**src/rtl/mem_copy_engine_if.sv**
```systemverilog
// Host/memory-facing bundle of the copy engine: copy request, status and the data-memory bus.
// The engine attaches through the slave modport; the host side (request + memory) uses master.
interface mem_copy_engine_if #(
   parameter int AW = 8,
   parameter int DW = 8
) ();
   logic          Start;
   logic [AW-1:0] SrcAddr;
   logic [AW-1:0] DstAddr;
   logic [AW-1:0] Len;
   logic          Busy;
   logic          Done;
   logic [AW-1:0] DataAddress;
   logic          ReadMem;
   logic          WriteMem;
   logic [DW-1:0] DataIn;
   logic [DW-1:0] DataOut;

   modport slave (
      input  Start, SrcAddr, DstAddr, Len, DataOut,
      output Busy, Done, DataAddress, ReadMem, WriteMem, DataIn
   );

   modport master (
      output Start, SrcAddr, DstAddr, Len, DataOut,
      input  Busy, Done, DataAddress, ReadMem, WriteMem, DataIn
   );
endinterface

```
**src/rtl/mem_copy_engine.sv**
```systemverilog
// Byte-by-byte memory copy: one READ then one WRITE cycle per byte, Done pulse 2*Len+1 cycles after Start.
// No backpressure: the memory is assumed to answer reads combinationally and commit writes every edge.
module mem_copy_engine #(
   parameter int AW = 8,
   parameter int DW = 8
) (
   input logic              CLK,
   input logic              RST_N,
   mem_copy_engine_if.slave bus
);

   typedef enum logic [1:0] {IDLE, READ, WRITE, FIN} state_t;

   state_t        state;
   state_t        stateNext;
   logic [AW-1:0] src;
   logic [AW-1:0] dst;
   logic [AW-1:0] len;
   logic [AW-1:0] idx;
   logic [AW-1:0] idxInc;
   logic [DW-1:0] buffer;

   logic          busy;
   logic          done;
   logic          readMem;
   logic          writeMem;
   logic [AW-1:0] dataAddress;
   logic [DW-1:0] dataIn;

   assign idxInc = idx + {{(AW-1){1'b0}}, 1'b1};

   always_ff @(posedge CLK or negedge RST_N) begin
      if (!RST_N) begin
         state  <= IDLE;
         src    <= '0;
         dst    <= '0;
         len    <= '0;
         idx    <= '0;
         buffer <= '0;
      end else begin
         state <= stateNext;
         case (state)
            IDLE: begin
               // Operands are frozen here so later input changes cannot disturb the copy.
               if (bus.Start && (bus.Len != '0)) begin
                  src <= bus.SrcAddr;
                  dst <= bus.DstAddr;
                  len <= bus.Len;
                  idx <= '0;
               end
            end
            READ:    buffer <= bus.DataOut;
            WRITE:   idx    <= idxInc;
            default: ;
         endcase
      end
   end

   always_comb begin
      stateNext   = state;
      busy        = 1'b0;
      done        = 1'b0;
      readMem     = 1'b0;
      writeMem    = 1'b0;
      dataAddress = '0;
      dataIn      = '0;
      case (state)
         IDLE: begin
            if (bus.Start) begin
               stateNext = (bus.Len == '0) ? FIN : READ;
            end
         end
         READ: begin
            busy        = 1'b1;
            readMem     = 1'b1;
            dataAddress = src + idx;
            stateNext   = WRITE;
         end
         WRITE: begin
            busy        = 1'b1;
            writeMem    = 1'b1;
            dataAddress = dst + idx;
            dataIn      = buffer;
            stateNext   = (idxInc == len) ? FIN : READ;
         end
         FIN: begin
            // Start is deliberately not looked at here; the next IDLE cycle may pick it up.
            busy      = 1'b1;
            done      = 1'b1;
            stateNext = IDLE;
         end
         default: stateNext = IDLE;
      endcase
   end

   assign bus.Busy        = busy;
   assign bus.Done        = done;
   assign bus.ReadMem     = readMem;
   assign bus.WriteMem    = writeMem;
   assign bus.DataAddress = dataAddress;
   assign bus.DataIn      = dataIn;

endmodule

```
**src/flat_wrapper.sv**
```systemverilog
// flat-port wrapper written by rule: the top's interface ports become plain ports
module mem_copy_engine_flat 
#(
   parameter int AW = 8,
   parameter int DW = 8
)
  (CLK, RST_N, bus_Start, bus_SrcAddr, bus_DstAddr, bus_Len, bus_DataOut, bus_Busy, bus_Done, bus_DataAddress, bus_ReadMem, bus_WriteMem, bus_DataIn);
  mem_copy_engine_if #(.AW(AW), .DW(DW)) bus_i ();
  input logic CLK;
  input logic RST_N;
  input wire logic [$bits(bus_i.Start)-1:0] bus_Start;
  input wire logic [$bits(bus_i.SrcAddr)-1:0] bus_SrcAddr;
  input wire logic [$bits(bus_i.DstAddr)-1:0] bus_DstAddr;
  input wire logic [$bits(bus_i.Len)-1:0] bus_Len;
  input wire logic [$bits(bus_i.DataOut)-1:0] bus_DataOut;
  output wire logic [$bits(bus_i.Busy)-1:0] bus_Busy;
  output wire logic [$bits(bus_i.Done)-1:0] bus_Done;
  output wire logic [$bits(bus_i.DataAddress)-1:0] bus_DataAddress;
  output wire logic [$bits(bus_i.ReadMem)-1:0] bus_ReadMem;
  output wire logic [$bits(bus_i.WriteMem)-1:0] bus_WriteMem;
  output wire logic [$bits(bus_i.DataIn)-1:0] bus_DataIn;
  assign bus_i.Start = bus_Start;
  assign bus_i.SrcAddr = bus_SrcAddr;
  assign bus_i.DstAddr = bus_DstAddr;
  assign bus_i.Len = bus_Len;
  assign bus_i.DataOut = bus_DataOut;
  assign bus_Busy = bus_i.Busy;
  assign bus_Done = bus_i.Done;
  assign bus_DataAddress = bus_i.DataAddress;
  assign bus_ReadMem = bus_i.ReadMem;
  assign bus_WriteMem = bus_i.WriteMem;
  assign bus_DataIn = bus_i.DataIn;
  mem_copy_engine #(.AW(AW), .DW(DW)) u_core (.CLK(CLK), .RST_N(RST_N), .bus(bus_i));
endmodule
```
**config.mk**
```make
export PLATFORM = sky130hd
export DESIGN_NAME = mem_copy_engine_flat
export DESIGN_NICKNAME = d
export VERILOG_FILES = /design/src/rtl/mem_copy_engine_if.sv /design/src/rtl/mem_copy_engine.sv /design/src/flat_wrapper.sv
export SDC_FILE = /design/constraint.sdc
export NUM_CORES = 1
export LEC_CHECK = 0
export CORE_ASPECT_RATIO = 1.4
export CORE_UTILIZATION = 46
export DETAILED_ROUTE_END_ITERATION = 10
export PLACE_DENSITY_LB_ADDON = 0.25
export SLEW_MARGIN = 20
export SYNTH_ARGS = -nofsm -noshare
export SYNTH_HDL_FRONTEND = slang
export SYNTH_SLANG_ARGS = --single-unit
```
**constraint.sdc**
```tcl
create_clock -name CLK -period 3.2 [get_ports CLK]
set_input_delay 0.64 -clock CLK [delete_from_list [all_inputs] [get_ports CLK]]
set_output_delay 0.64 -clock CLK [all_outputs]
set_load 0.02 [all_outputs]
```
=== Word-level counts from Yosys, hierarchy flattened ===
Cells that the tools add are included.

* Register bits after elaboration: 42
* Latch bits: 0
* RAM bits: 0
* Bits in read-only memories: 0
* Input port bits: 35
* Logic and storage cells: 35
* Memories kept: 0

* $add $sub $neg: 3
* Multipliers: 0
* Div/mod/pow operators: 0
* Magnitude comparators: 0
* Equality and inequality tests: 6
* Shift-type cells: 0
* Muxes and demuxes: 12
* Bitwise operators: 0
* Reduce and logical (&&, ||, !) cells: 8

{| class="wikitable"
|+ Operators by type and width
! cell !! count
|-
| $pmux 8 s2 || 2
|-
| $add 8x8->8 || 2
|-
| $mux 8 || 2
|-
| $add 8x1->8 const B || 1
|-
| $eq 8x8->1 || 1
|-
| $logic_not 8->1 || 1
|-
| $pmux 2 s4 || 1
|-
| $reduce_bool 8->1 || 1
|-
| $mux 2 || 3
|-
| $eq 2x2->1 const B || 2
|-
| $mux 1 || 4
|-
| $reduce_and 2->1 || 2
|-
| $reduce_or 3->1 || 1
|-
| $eq 2x1->1 const B || 1
|-
| $logic_not 2->1 || 1
|-
| $ne 2x1->1 const B || 1
|-
| $ne 2x2->1 const B || 1
|-
| $reduce_bool 2->1 || 1
|-
| $logic_and 1x1->1 || 1
|}

=== Longest topological paths before layout ===
* Word-level depth: 4
* Mapped depth: 12
* Mapped depth without buffers: 11

=== Least setup slack after synthesis ===
No wires, ideal clock.

* Kind: reg2out
* Start: register u_core.state[0]
* End: output bus_DataAddress[4]
* Data arrival time: 3027 ps
* Required time: 2560 ps
* Setup slack: -467 ps
* Stages on the path, launching flop included: 11
* Buffers on the path: 2
* Path through: dfrtp_1 inv_1 ha_1 clkbuf_1 buf_1 mux2_2 ha_1 nor2b_1 o21ai_0 a21boi_0 nor3b_1

* Longest elaborated chain between the ends: 2
* Elaborated cells between the ends (all ways): 3
* Classes of those cells: 2 x eq/ne; 1 x mux

{| class="wikitable"
|+ RTL lines
! element !! line !! source
|-
| start: declaration || mem_copy_engine.sv:14 || <nowiki>state_t state;</nowiki>
|-
| start signal: assignment || mem_copy_engine.sv:41 || <nowiki>state <= stateNext;</nowiki>
|-
| $eq 2x2->1 / $eq 2x1->1 (equally long branches) || mem_copy_engine.sv:67 || <nowiki>case (state)</nowiki>
|-
| $pmux 8 s2 (*) || mem_copy_engine.sv:67 ||
|-
| end: declaration || flat_wrapper.sv:18 || <nowiki>output wire logic [$bits(bus_i.DataAddress)-1:0] bus_DataAddress;</nowiki>
|}

Every way passes the cells marked *; elsewhere a longest branch is shown, timed or not.

=== Worst setup path after layout ===
* Start: register u_core.state[0]
* End: output bus_DataAddress[7]

Same word-level chain as after synthesis.

==> impl_metrics.json <==
{
  "grt_pass1_wl_um": 9577,
  "worst_path_largest_cell_delay_ns": 0.40,
  "failed_checks": "negative setup slack",
  "ir_worst_vdd_uv": 432.1,
  "yosys_warnings": 0,
  "finalInstanceArea_sq_um": 3490,
  "clockBufferDepth": 2,
  "gp_congestion": 0.8511,
  "grt_overflow": 0,
  "dpl-instance-area_sq_um": 3234,
  "routedWlPerCell_um": 13.66,
  "critPathKind": "flip-flop to primary output",
  "drive_above_1_share": 0.2116,
  "grt_usage": 0.2105,
  "nets": 393,
  "core.rowCount": 31,
  "reg2reg_from": "u_core.state[1]",
  "reg2reg_slack_ns": 1.04,
  "synth_edf_count": 0,
  "grt_pass1_vias": 2128,
  "setup_slack_ns": -0.04330,
  "die_h_um": 89.86,
  "startpoint": "u_core.state[0]",
  "num_antenna_cells": 0,
  "cp_num_buf_inv": 5,
  "status": "finished with violations",
  "hold_viol": 0,
  "post_synth_main_area_contributors": "dfrtp_1 41%, nand2_1 12%, mux2_2 7.1%",
  "die_w_um": 64.76,
  "cp_max_fo": 5,
  "crit_arrival_ns": 2.60,
  "finalSetupViolCount": 2,
  "syn_nets": 326,
  "crit_chain": "inv_2 -> ha_4 -> buf_4 -> buf_4 -> mux2_4 -> ha_4 -> inv_1 -> nor2_1 -> nor2_1 -> a21oi_2 -> mux2_4 -> buf_6",
  "first_pass_iters": 4,
  "cts_tree": "built",
  "cp.required_ns": 2.56,
  "htree_num_levels": 2,
  "synth_area_sq_um": 2536,
  "grt_max_degree": 43,
  "area_growth_pct": 37.59,
  "post-synth-top-count-cell": "nand2_1",
  "start_kind": "flip-flop",
  "core_area_sq_um": 5236,
  "dieArea_sq_um": 5819,
  "hold_ws_ns": 0.4649,
  "maxCapViolCount": 0,
  "drt_iter0_drc": 102,
  "syn_area_per_cell_sq_um": 9.156,
  "hold_path_class": "input pin to asynchronous set/reset pin",
  "min_period_ns": 3.243,
  "synth.cells.most_frequent": "79 x nand2_1, 42 x dfrtp_1, 16 x mux2_2",
  "p_per_area_nw_per_um2": 948.2,
  "end_kind": "primary output",
  "fin_crit_sh": 1.014,
  "fin_setup_tns_ns": -0.07448,
  "remaining_drc_errors": 0,
  "ios": 55,
  "antenna_found_initial": 0,
  "clk_latency_ns": 0.30,
  "yosysSeqAreaShare": 0.4144,
  "fin_skew_ns": 0.008486,
  "hold_buffers": 0,
  "slowest_stage": "dfrtp_1",
  "clockRootBuffer": "clkbuf_8",
  "ant_nets": 0,
  "ys_ff_latch": 42,
  "io_buffers": 54,
  "place_hpwl_um": 4112,
  "slew_violations": 0,
  "async_flop_share": 1.000,
  "fin_cells": 411,
  "synth_top_area_cell": "dfrtp_1",
  "cts_inserted_buffers": 5,
  "initial_utilization": 0.4843,
  "worstMarginPinSlew_ns": 0.9033,
  "rsz0062_at_grt": "yes",
  "path_delay_family": "multiplexers",
  "fill_cells": 438,
  "slew_headroom": 0.3978,
  "fmax_ghz": 0.3083,
  "synth_cell_type_count": 43,
  "synthCells": 277,
  "num_vias": 2134,
  "leakagePower_uw": 0.001656,
  "final_core_util": 0.6664,
  "cts_sinks": 42,
  "clk_pin_slew_worst_paths_ns": 0.08,
  "place_inst": 399,
  "viasPerCell": 5.192,
  "drt_wl_total_um": 5613,
  "synth_ff_type": "dfrtp_1",
  "yosysTopAreaCellShare": 0.4144
}
worst paths after layout:
path / depth (start not counted) / endpoint
setup reg to reg: 7 / u_core.idx[2]
min in group CLK: 2 / u_core.src[5]
hold / removal: 1 / u_core.src[4]
hold reg to reg: 2 / u_core.src[5]
setup / recovery: 12 / bus_DataAddress[7]
max in group asynchronous: 1 / u_core.idx[7]
power breakdown:
| part | switching, uW | internal (uW) | leakage [uW] | total (uW) |
|---|---|---|---|---|
| Sequential | 154 | 756 | 0.000526 | 910 |
| Clock | 187 | 233 | 0.0000514 | 420 |
| Combinational | 985 | 994 | 0.00108 | 1980 |
layer usage:
metal | global-route usage | up-vias | wire, um
li1 | - | 1062 | -
met1 | 0.2517 | 1017 | 2367
met2 | 0.3776 | 49 | 2955
met3 | 0.03680 | 6 | 197
met4 | 0.05556 | 0 | 93
met5 | 0 | - | 0
kinds of logic (layout without fill, tap and decap cells):
kind of cell / count (synthesis) / after routing / share of synthesized area
muxes: 21 / 21 / 0.09077
DFF: 42 / 42 / 0.4144
and+or+nand+nor: 122 / 122 / 0.2220
AOI/OAI and AO/OA: 40 / 40 / 0.1154
xor gates and xnor gates: 12 / 12 / 0.04144
buffers and inverters: 26 / 94 / 0.04390
adders and majority gates: 14 / 14 / 0.07203
layout make-up:
type / count / area, sq um / area share
Tap cell: 66 / 82.58 / 0.02366
Multi-Input combinational cell: 209 / 1520 / 0.4356
Clock inverter: 2 / 37.54 / 0.01076
Inverter: 11 / 41.29 / 0.01183
Sequential cell: 42 / 1051 / 0.3012
Clock buffer: 6 / 72.57 / 0.02080
Timing Repair Buffer: 75 / 684.4 / 0.1961
state kept, by name, indices dropped and copies added, names as in the netlist:
register	cells
u_core.src	8
u_core.len	8
u_core.buffer	8
u_core.dst	8
u_core.idx	8
u_core.state	2
worst reg2reg max path: stages, from the launching register on:
cell and delay, ns:
dfrtp_1 0.41, buf_4 0.16, inv_1 0.10, ha_1 0.44, o211ai_2 0.17, buf_4 0.24
and2_1 0.26, a22o_1 0.27
what timing repair did:
item,in CTS,in global routing
endpoints found under the hold margin,0,0
gates resized for setup,33,13
buffers inserted,3,1
endpoints found under the setup margin,7,5
pin swaps,5,5
per-stage QoR:
| step | power [uW] | setup WS, ns |
|---|---|---|
| 2_1_floorplan | 2080 | 0.01057 |
| 3_3_place_gp | 2720 | -0.2053 |
| 3_5_place_dp | 2762 | -0.2633 |
| 4_1_cts | 3232 | -0.05434 |
| 5_1_grt | 3566 | -0.1489 |
| 6_report | 3309 | -0.04330 |
cell usage in the layout (no fill, tap or decap), types with 3 or more instances in the layout:
cell,instances
nand2_1,79
clkdlybuf4s50_1,46
dfrtp_1,42
buf_4,22
and2_1,12
mux2_2,10
inv_1,9
nor2_1,7
xor2_1,7
ha_4,7
mux2_4,6
o21ai_0,6
nor2b_1,6
a211oi_1,6
a21o_1,6
a22o_1,6
xnor2_1,5
mux2i_1,5
ha_1,5
clkbuf_8,5
a21oi_2,3
dlygate4sd2_1,3
(Power assumes the default switching activity.)
